File: src/rtl/pe_feed_pkg.sv
// Shared types and helpers for the PE feed scheduler.
// Frame geometry defaults mirror the scheduler's default parameters.
package pe_feed_pkg;

  typedef enum logic [2:0] {
    StIdle,
    StSwap,
    StFetch,
    StEmit,
    StDone
  } state_e;

  localparam int unsigned IMG_H_DEF  = 32;
  localparam int unsigned PAD_DEF    = 1;
  localparam int unsigned TOTAL_ROWS = IMG_H_DEF + 2 * PAD_DEF;

  // Padded-frame row r is all padding above or below the image body.
  function automatic logic is_pad_row(input int unsigned r, input int unsigned img_h,
                                      input int unsigned pad);
    return (r < pad) || (r >= img_h + pad);
  endfunction

endpackage

File: src/rtl/pe_feed_scheduler.sv
// Frame-level sequencer: swaps ping-pong halves, then walks the padded frame,
// fetching each image row and offering every row to the PE array.
module pe_feed_scheduler
  import pe_feed_pkg::*;
#(
  parameter int unsigned IMG_W  = 32,
  parameter int unsigned IMG_H  = 32,
  parameter int unsigned PAD    = 1,
  parameter int unsigned ADDR_W = 16,
  parameter int unsigned ROW_W  = $clog2(IMG_H + 2 * PAD)
) (
  input  logic              PEclk,
  input  logic              rst_n,
  input  logic              i_en,
  input  logic              i_buf_ready,
  output logic              o_swap,
  output logic              o_fetch_req,
  output logic [ADDR_W-1:0] o_fetch_addr,
  input  logic              i_fetch_ack,
  output logic              o_row_vld,
  input  logic              i_row_rdy,
  output logic [ROW_W-1:0]  o_row_idx,
  output logic              o_row_pad,
  output logic              o_row_last,
  output logic              o_frame_done,
  output logic              o_busy,
  output logic              o_ovf
);

  localparam int unsigned TotalRows = IMG_H + 2 * PAD;

  state_e            r_state, w_state_nxt;
  logic [ROW_W-1:0]  r_row_idx, w_row_idx_nxt, w_row_inc;
  logic              r_pending, w_pending_nxt;
  logic              r_ovf, w_ovf_nxt;
  logic              w_start;
  logic              w_row_last;
  logic [ADDR_W-1:0] w_img_row, w_addr;

  assign w_start    = (r_state == StIdle) && i_en && (i_buf_ready || r_pending);
  assign w_row_inc  = r_row_idx + ROW_W'(1);
  assign w_row_last = (r_row_idx == ROW_W'(TotalRows - 1));

  // Image row index may wrap negative on padding rows; the address is only shown in FETCH.
  assign w_img_row = ADDR_W'(r_row_idx) - ADDR_W'(PAD);

  if ((IMG_W & (IMG_W - 1)) == 0) begin : g_shift
    assign w_addr = w_img_row << $clog2(IMG_W);
  end else begin : g_mul
    assign w_addr = w_img_row * ADDR_W'(IMG_W);
  end

  // A start consumes one request; a buf_ready landing on an already-pending one stays queued.
  always_comb begin
    w_pending_nxt = r_pending;
    w_ovf_nxt     = r_ovf;
    if (w_start) begin
      w_pending_nxt = r_pending & i_buf_ready;
    end else if (i_buf_ready) begin
      if (r_pending) begin
        w_ovf_nxt = 1'b1;
      end
      w_pending_nxt = 1'b1;
    end
  end

  always_comb begin
    w_state_nxt   = r_state;
    w_row_idx_nxt = r_row_idx;
    unique case (r_state)
      StIdle: begin
        if (w_start) begin
          w_state_nxt = StSwap;
        end
      end
      StSwap: begin
        w_row_idx_nxt = '0;
        w_state_nxt   = is_pad_row(0, IMG_H, PAD) ? StEmit : StFetch;
      end
      StFetch: begin
        if (i_fetch_ack) begin
          w_state_nxt = StEmit;
        end
      end
      StEmit: begin
        if (i_row_rdy) begin
          if (w_row_last) begin
            w_state_nxt = StDone;
          end else begin
            w_row_idx_nxt = w_row_inc;
            w_state_nxt   = is_pad_row(32'(w_row_inc), IMG_H, PAD) ? StEmit : StFetch;
          end
        end
      end
      StDone: begin
        w_state_nxt = StIdle;
      end
      default: begin
        w_state_nxt = StIdle;
      end
    endcase
  end

  always_ff @(posedge PEclk or negedge rst_n) begin
    if (!rst_n) begin
      r_state   <= StIdle;
      r_row_idx <= '0;
      r_pending <= 1'b0;
      r_ovf     <= 1'b0;
    end else begin
      r_state   <= w_state_nxt;
      r_row_idx <= w_row_idx_nxt;
      r_pending <= w_pending_nxt;
      r_ovf     <= w_ovf_nxt;
    end
  end

  assign o_swap       = (r_state == StSwap);
  assign o_fetch_req  = (r_state == StFetch);
  assign o_row_vld    = (r_state == StEmit);
  assign o_frame_done = (r_state == StDone);
  assign o_busy       = (r_state != StIdle);
  assign o_fetch_addr = o_fetch_req ? w_addr : '0;
  assign o_row_idx    = r_row_idx;
  assign o_row_pad    = is_pad_row(32'(r_row_idx), IMG_H, PAD);
  assign o_row_last   = w_row_last;
  assign o_ovf        = r_ovf;

endmodule

File: config.mk
export PLATFORM = sky130hd
export DESIGN_NAME = pe_feed_scheduler
export DESIGN_NICKNAME = d
export VERILOG_FILES = /design/src/rtl/pe_feed_pkg.sv /design/src/rtl/pe_feed_scheduler.sv
export SDC_FILE = /design/constraint.sdc
export NUM_CORES = 1
export LEC_CHECK = 0
export BUFFER_PORTS_ARGS = -buffer_cell sky130_fd_sc_hd__clkbuf_2
export CORE_MARGIN = 1.5
export CORE_UTILIZATION = 48
export DETAILED_ROUTE_END_ITERATION = 8
export PLACE_DENSITY = 0.85
export SLEW_MARGIN = 5
export SYNTH_ARGS = -nofsm -noshare
export SYNTH_HDL_FRONTEND = slang
export SYNTH_SLANG_ARGS = --single-unit
File: constraint.sdc
create_clock -name PEclk -period 2.15 [get_ports PEclk]
set_input_delay 0.43 -clock PEclk [delete_from_list [all_inputs] [get_ports PEclk]]
set_output_delay 0.43 -clock PEclk [all_outputs]
set_load 0.05 [all_outputs]
### Word level (Yosys, flattened, before mapping)

Index checks and enable logic that the tools add are counted.

| word-level totals | value |
|---|---|
| bits in registers | 11 |
| input port bits | 6 |

| cells by class | value |
|---|---|
| $add $sub $neg | 2 |
| order comparisons | 4 |
| eq/ne operators | 9 |
| muxes and demuxes | 12 |
| bitwise logic cells | 2 |
| reductions and logical operators | 12 |

Operators by type and width:

| cell | number |
|---|---|
| two-way mux 16 bit | 1 |
| greater-or-equal comparator 6 bit (second input constant) | 2 |
| less-than comparator 6 x 1 -> 1 bit (second input constant) | 2 |
| two-way mux 3 bit | 4 |
| two-way mux 6 bit | 2 |
| case mux 3 bit (4 select lines) | 1 |
| case mux 6 bit (2 select lines) | 1 |
| AND reduction 3 bit | 3 |
| subtractor 6 x 1 -> 7 bit (second input constant) | 1 |
| adder 6 x 1 -> 6 bit (second input constant) | 1 |
| equality test 3 x 2 -> 1 bit (second input constant) | 2 |
| equality test 6 bit (second input constant) | 1 |
| != test 2 x 1 -> 1 bit (second input constant) | 2 |
| != test 2 bit (second input constant) | 2 |
| nonzero test 2 bit | 2 |
| equality test 3 x 1 -> 1 bit (second input constant) | 1 |
| equality test 3 bit (second input constant) | 1 |
| logical NOT 3 bit | 1 |
| logical OR 1 bit | 3 |
| two-way mux 1 bit | 3 |
| nonzero test 3 bit | 1 |
| logical AND 1 bit | 2 |
| AND 1 bit | 1 |
| inverter 1 bit | 1 |

### Longest topological paths before layout

| depth | value |
|---|---|
| depth in word-level cells | 7 |
| gate-level depth with buffers | 6 |

### Least setup slack after synthesis

OpenSTA, ideal clock, no wires.

| timing | value |
|---|---|
| kind | flip-flop to output port |
| start point | register r_state[1] |
| end point | output o_fetch_addr[12] |
| arrival | 2.771 ns |
| data required time | 1.720 ns |
| slack | -1.051 ns |
| stages on the path, launching flop included | 7 |
| buffers on the path | 3 |
| path through | dfrtp_1 -> buf_4 -> inv_2 -> or3_2 -> clkbuf_1 -> nor3_1 -> buf_4 |

| between the ends | value |
|---|---|
| cells in the longest elaborated chain, start to end | 2 |

Ends and longest elaborated chain:

| element | line | text |
|---|---|---|
| from (decl) | pe_feed_scheduler.sv:32 | `state_e r_state, w_state_nxt;` |
| from (signal assigned) | pe_feed_scheduler.sv:106 | `r_state <= StIdle;` |
| from (signal assigned) | pe_feed_scheduler.sv:111 | `r_state <= w_state_nxt;` |
| equality test 3 x 2 -> 1 bit | pe_feed_scheduler.sv:119 | `assign o_fetch_req = (r_state == StFetch);` |
| two-way mux 16 bit | pe_feed_scheduler.sv:123 | `assign o_fetch_addr = o_fetch_req ? w_addr : '0;` |
| to (decl) | pe_feed_scheduler.sv:18 | `output logic [ADDR_W-1:0] o_fetch_addr,` |

No other way between the ends.

### Final worst setup path

| timing | value |
|---|---|
| start point | register r_row_idx[0], in the netlist o_row_idx[0] |
| end point | output o_fetch_addr[10] |

| between the ends | value |
|---|---|
| cells in the longest elaborated chain, start to end | 2 |

Ends and longest elaborated chain:

| element | line | text |
|---|---|---|
| from (decl) | pe_feed_scheduler.sv:33 | `logic [ROW_W-1:0] r_row_idx, w_row_idx_nxt, w_row_inc;` |
| from (signal assigned) | pe_feed_scheduler.sv:112 | `r_row_idx <= w_row_idx_nxt;` |
| subtractor 6 x 1 -> 7 bit | pe_feed_scheduler.sv:45 | `assign w_img_row = ADDR_W'(r_row_idx) - ADDR_W'(PAD);` |
| two-way mux 16 bit | pe_feed_scheduler.sv:123 |  |

No other way between the ends.

==> impl_metrics.csv <==
group,metric,value,unit
run_status,outcome,"completed",
layout,antenna_cells,0,
clocking,clkLatencyLatePin,0.26,ns
power,p_leak,0.6051,nW
clocking,cts_tree,"done",
die,ios,36,
sta,fmax,0.4663,GHz
worst_setup_path,r2r-start,"o_row_idx[0]",
placed_design,dp_worst_setup_slack,0.02424,ns
layout,final_cell_area,1364,um2
layout,syn_to_final_growth,44.56,%
die,die-area,2241,um2
die,die_height,47.34,um
die,placeableCoreArea,1783,um2
detailed_routing,final_antenna_net_count,0,
worst_setup_path,cp_slowest_stage_delay,0.51,ns
worst_setup_path,end_kind,"output pin",
power,clkPwrFrac,6.0,%
worst_setup_path,reg2reg_depth,6,
grt,grt_first_pass_wirelength,3581,um
grt,track_usage,22.41,%
worst_setup_path,cp-start-kind,"register",
placed_design,port_buffers,30,
die,rows,15,
synth,synth_xor_area_share,3.714,%
detailed_routing,vias,993,
sta,rsz0062_at_grt,"true",
synth,synth_top_family_by_area,"simple AND/OR/NAND/NOR gates",
placed_design,placed_area,1155,um2
worst_setup_path,ff2ff_setup_slack,0.32,ns
worst_setup_path,arrival,1.71,ns
detailed_routing,drt_iter0_markers,17,
layout,finalNetCount,164,
synth,yosysSeqAreaShare,29.18,%
synth,synth_area_leaders,"dfrtp_1 (29%), buf_4 (8.8%), ha_1 (5.3%), nor2_1 (3.6%), a21oi_1 (3.2%)",
clocking,cts_hold_buffers,0,
synth,synth.area.mux_share,1.194,%
power,p_switching,0.001345,W
synth,netlist_instances,111,
synth,synth_fa_ha_area_share,6.366,%
worst_setup_path,slowest_stage,"dfrtp_4",
clocking,cts.clk_slew.worst_paths,0.07,ns
power,ir_drop,0.9047,mV
power,power_density,1678,nW/um2
synth,synthSimpleGateAreaFrac,22.41,%
grt,antenna_found_initial,0,
clocking,cts_htree_levels,1,
sta,setup_viol,0,
synth,synth-async-reset-ratio,100.0,%
power,swShare,58.77,%
power,seq_power_share,19.0,%
placed_design,hpwl,1610,um
power,p_comb_share,75.1,%
synth,yosysWarnings,0,
synth,yosys_register_bits,11,
layout,filler_cell_count,127,
sta,min_period,2.144,ns
worst_hold_path,hold_path_class,"in -> async",
sta,finalMaxSlewViolations,0,
layout,fin_util,76.49,%
synth,synthFlopType,"dfrtp_1",
die,chipWidth,47.34,um
grt,overflow,0,
grt,grt_pass1_vias,765,
synth,synth_common_cells,"buf_4 (11), dfrtp_1 (11), nor2_1 (9)",
detailed_routing,dr.pass1.iters,4,
sta,holdWs,0.02832,ns
power,cellInternalPower,0.0009436,W
clocking,clock_sinks,11,
synth,synth-edff-count,0,
synth,yosysTopAreaCell,"dfrtp_1",
synth,syn_area,943.4,um2
detailed_routing,avgViaCountPerCell,5.579,
grt,grt_max_degree,14,
sta,finalCritPeriodShare,99.74,%
worst_setup_path,path_cells,"or3_4, nor3_4, xnor2_1, nor2_2, clkbuf_8",
layout,drive_gt1_share,53.59,%
worst_setup_path,critPathKind,"reg -> out",
synth,synth_compound_area_share,21.62,%
detailed_routing,drc,0,
synth,ys_types,45,
flow_run,cap_violations,0,
placed_design,gp_congestion,0.7889,
detailed_routing,wl_per_cell,15.04,um
sta,finClkSkew,0.001336,ns
synth,syn_avg_cell_area,8.499,um2
worst_setup_path,crit_fanout,5,
power,finalPower,0.002289,W
synth,netlist.area_leader.share,29.18,%
die,start_util,52.91,%
detailed_routing,wirelength,2678,um
sta,fin_ws,0.005536,ns
clocking,clockBufferDepth,2,
sta,hold_viol_final,0,
worst_setup_path,required,1.72,ns
worst_setup_path,worstReg2RegEnd,"r_state[0]",
clocking,numCtsBuffers,3,
clocking,cts_root_buf,"clkbuf_4",
[critical path: cells and delay by family (launching register included)]
kind	cells	cell delay [ns]
AND/OR/NAND/NOR	3	0.61
flip-flops	1	0.51
buffers and inverters	1	0.17
XOR/XNOR	1	0.15
[per-layer routing]
layer  GRT usage (%)  up-vias  routed length [um]
met2           37.03       47                1361
li1                -      468                   -
met1           29.81      472                1088
met3           5.769        6                 194
met5               0        -                   0
met4           3.889        0                  34
[power groups by stage]
stage	clock network (W)	logic (W)	registers, W
6_report	0.000136	0.00172	0.000434
5_1_grt	0.000150	0.00182	0.000449
4_1_cts	0.000138	0.00154	0.000450
3_5_place_dp	0	0.00145	0.000454
3_3_place_gp	0	0.00143	0.000445
2_1_floorplan	0	0.00108	0.000586
[worst max path at each step]
stage	startpoint	cells after the start	end	slack, ns
after floorplan	r_state[1]	6	o_fetch_addr[12]	-0.09
after global placement	o_row_idx[0]	5	o_fetch_addr[10]	0.11
after detailed placement	o_row_idx[0]	5	o_fetch_addr[10]	0.02
after CTS	o_row_idx[0]	5	o_fetch_addr[10]	0.007
after global routing	o_row_idx[0]	5	o_fetch_addr[10]	-0.05
final	o_row_idx[0]	5	o_fetch_addr[10]	0.006
[flip-flops by register name, summed over array words and instances, names as in the netlist]
signal / flops
r_state: 3
o_ovf: 1
r_pending: 1
o_row_idx: 6
[placed cells by master, fill, tap and decap left out, drive strengths merged]
cell	instances
clkbuf	29
buf	26
dfrtp	11
nor2	9
inv	7
nand2	6
a21oi	6
conb	5
o21ai	5
ha	4
a31oi	3
or3	3
nor3	3
nand3	3
and2	2
xnor2	2
xor2	2
o21bai	2
a22o	2
and3	2
nand4	2
nand2b	2
nor3b	2
nor4b	1
o41ai	1
a2111o	1
a211o	1
mux2	1
o221ai	1
and4	1
a32oi	1
o211ai	1
a32o	1
a41oi	1
maj3	1
a31o	1
a21o	1
o31ai	1
[logic make-up (layout without fill, tap and decap cells)]
group,count (synthesis),in the layout
AND/OR/NAND/NOR,36,36
AO/OA/AOI/OAI,29,29
buffers and inverters,24,62
flip-flops,11,11
adder cells (fa/ha/maj),5,5
XOR/XNOR,4,4
other,1,5
multiplexers,1,1
[final cells by class]
class	instances	area (um2)	share of cell area [%]
Tap cell	25	31.28	2.294
Multi-Input combinational cell	80	635.6	46.61
Sequential cell	11	289.0	21.19
Clock buffer	4	26.28	1.927
Timing Repair Buffer	51	350.3	25.69
Inverter	7	31.28	2.294
[through the flow]
stage / TNS, ns / instances
after floorplan: -0.3762 / 115
after global placement: 0 / 159
after detailed placement: 0 / 159
after CTS: 0 / 165
after global routing: -0.1863 / 178
final: 0 / 178
[what timing repair did]
| action | CTS | global route |
|---|---|---|
| setup endpoints to repair | 8 | 9 |
| setup buffers | 2 | 13 |
| gates resized for setup | 14 | 15 |
| pin swaps | 1 | 4 |
Note: power is estimated with default switching activity, not from simulation.
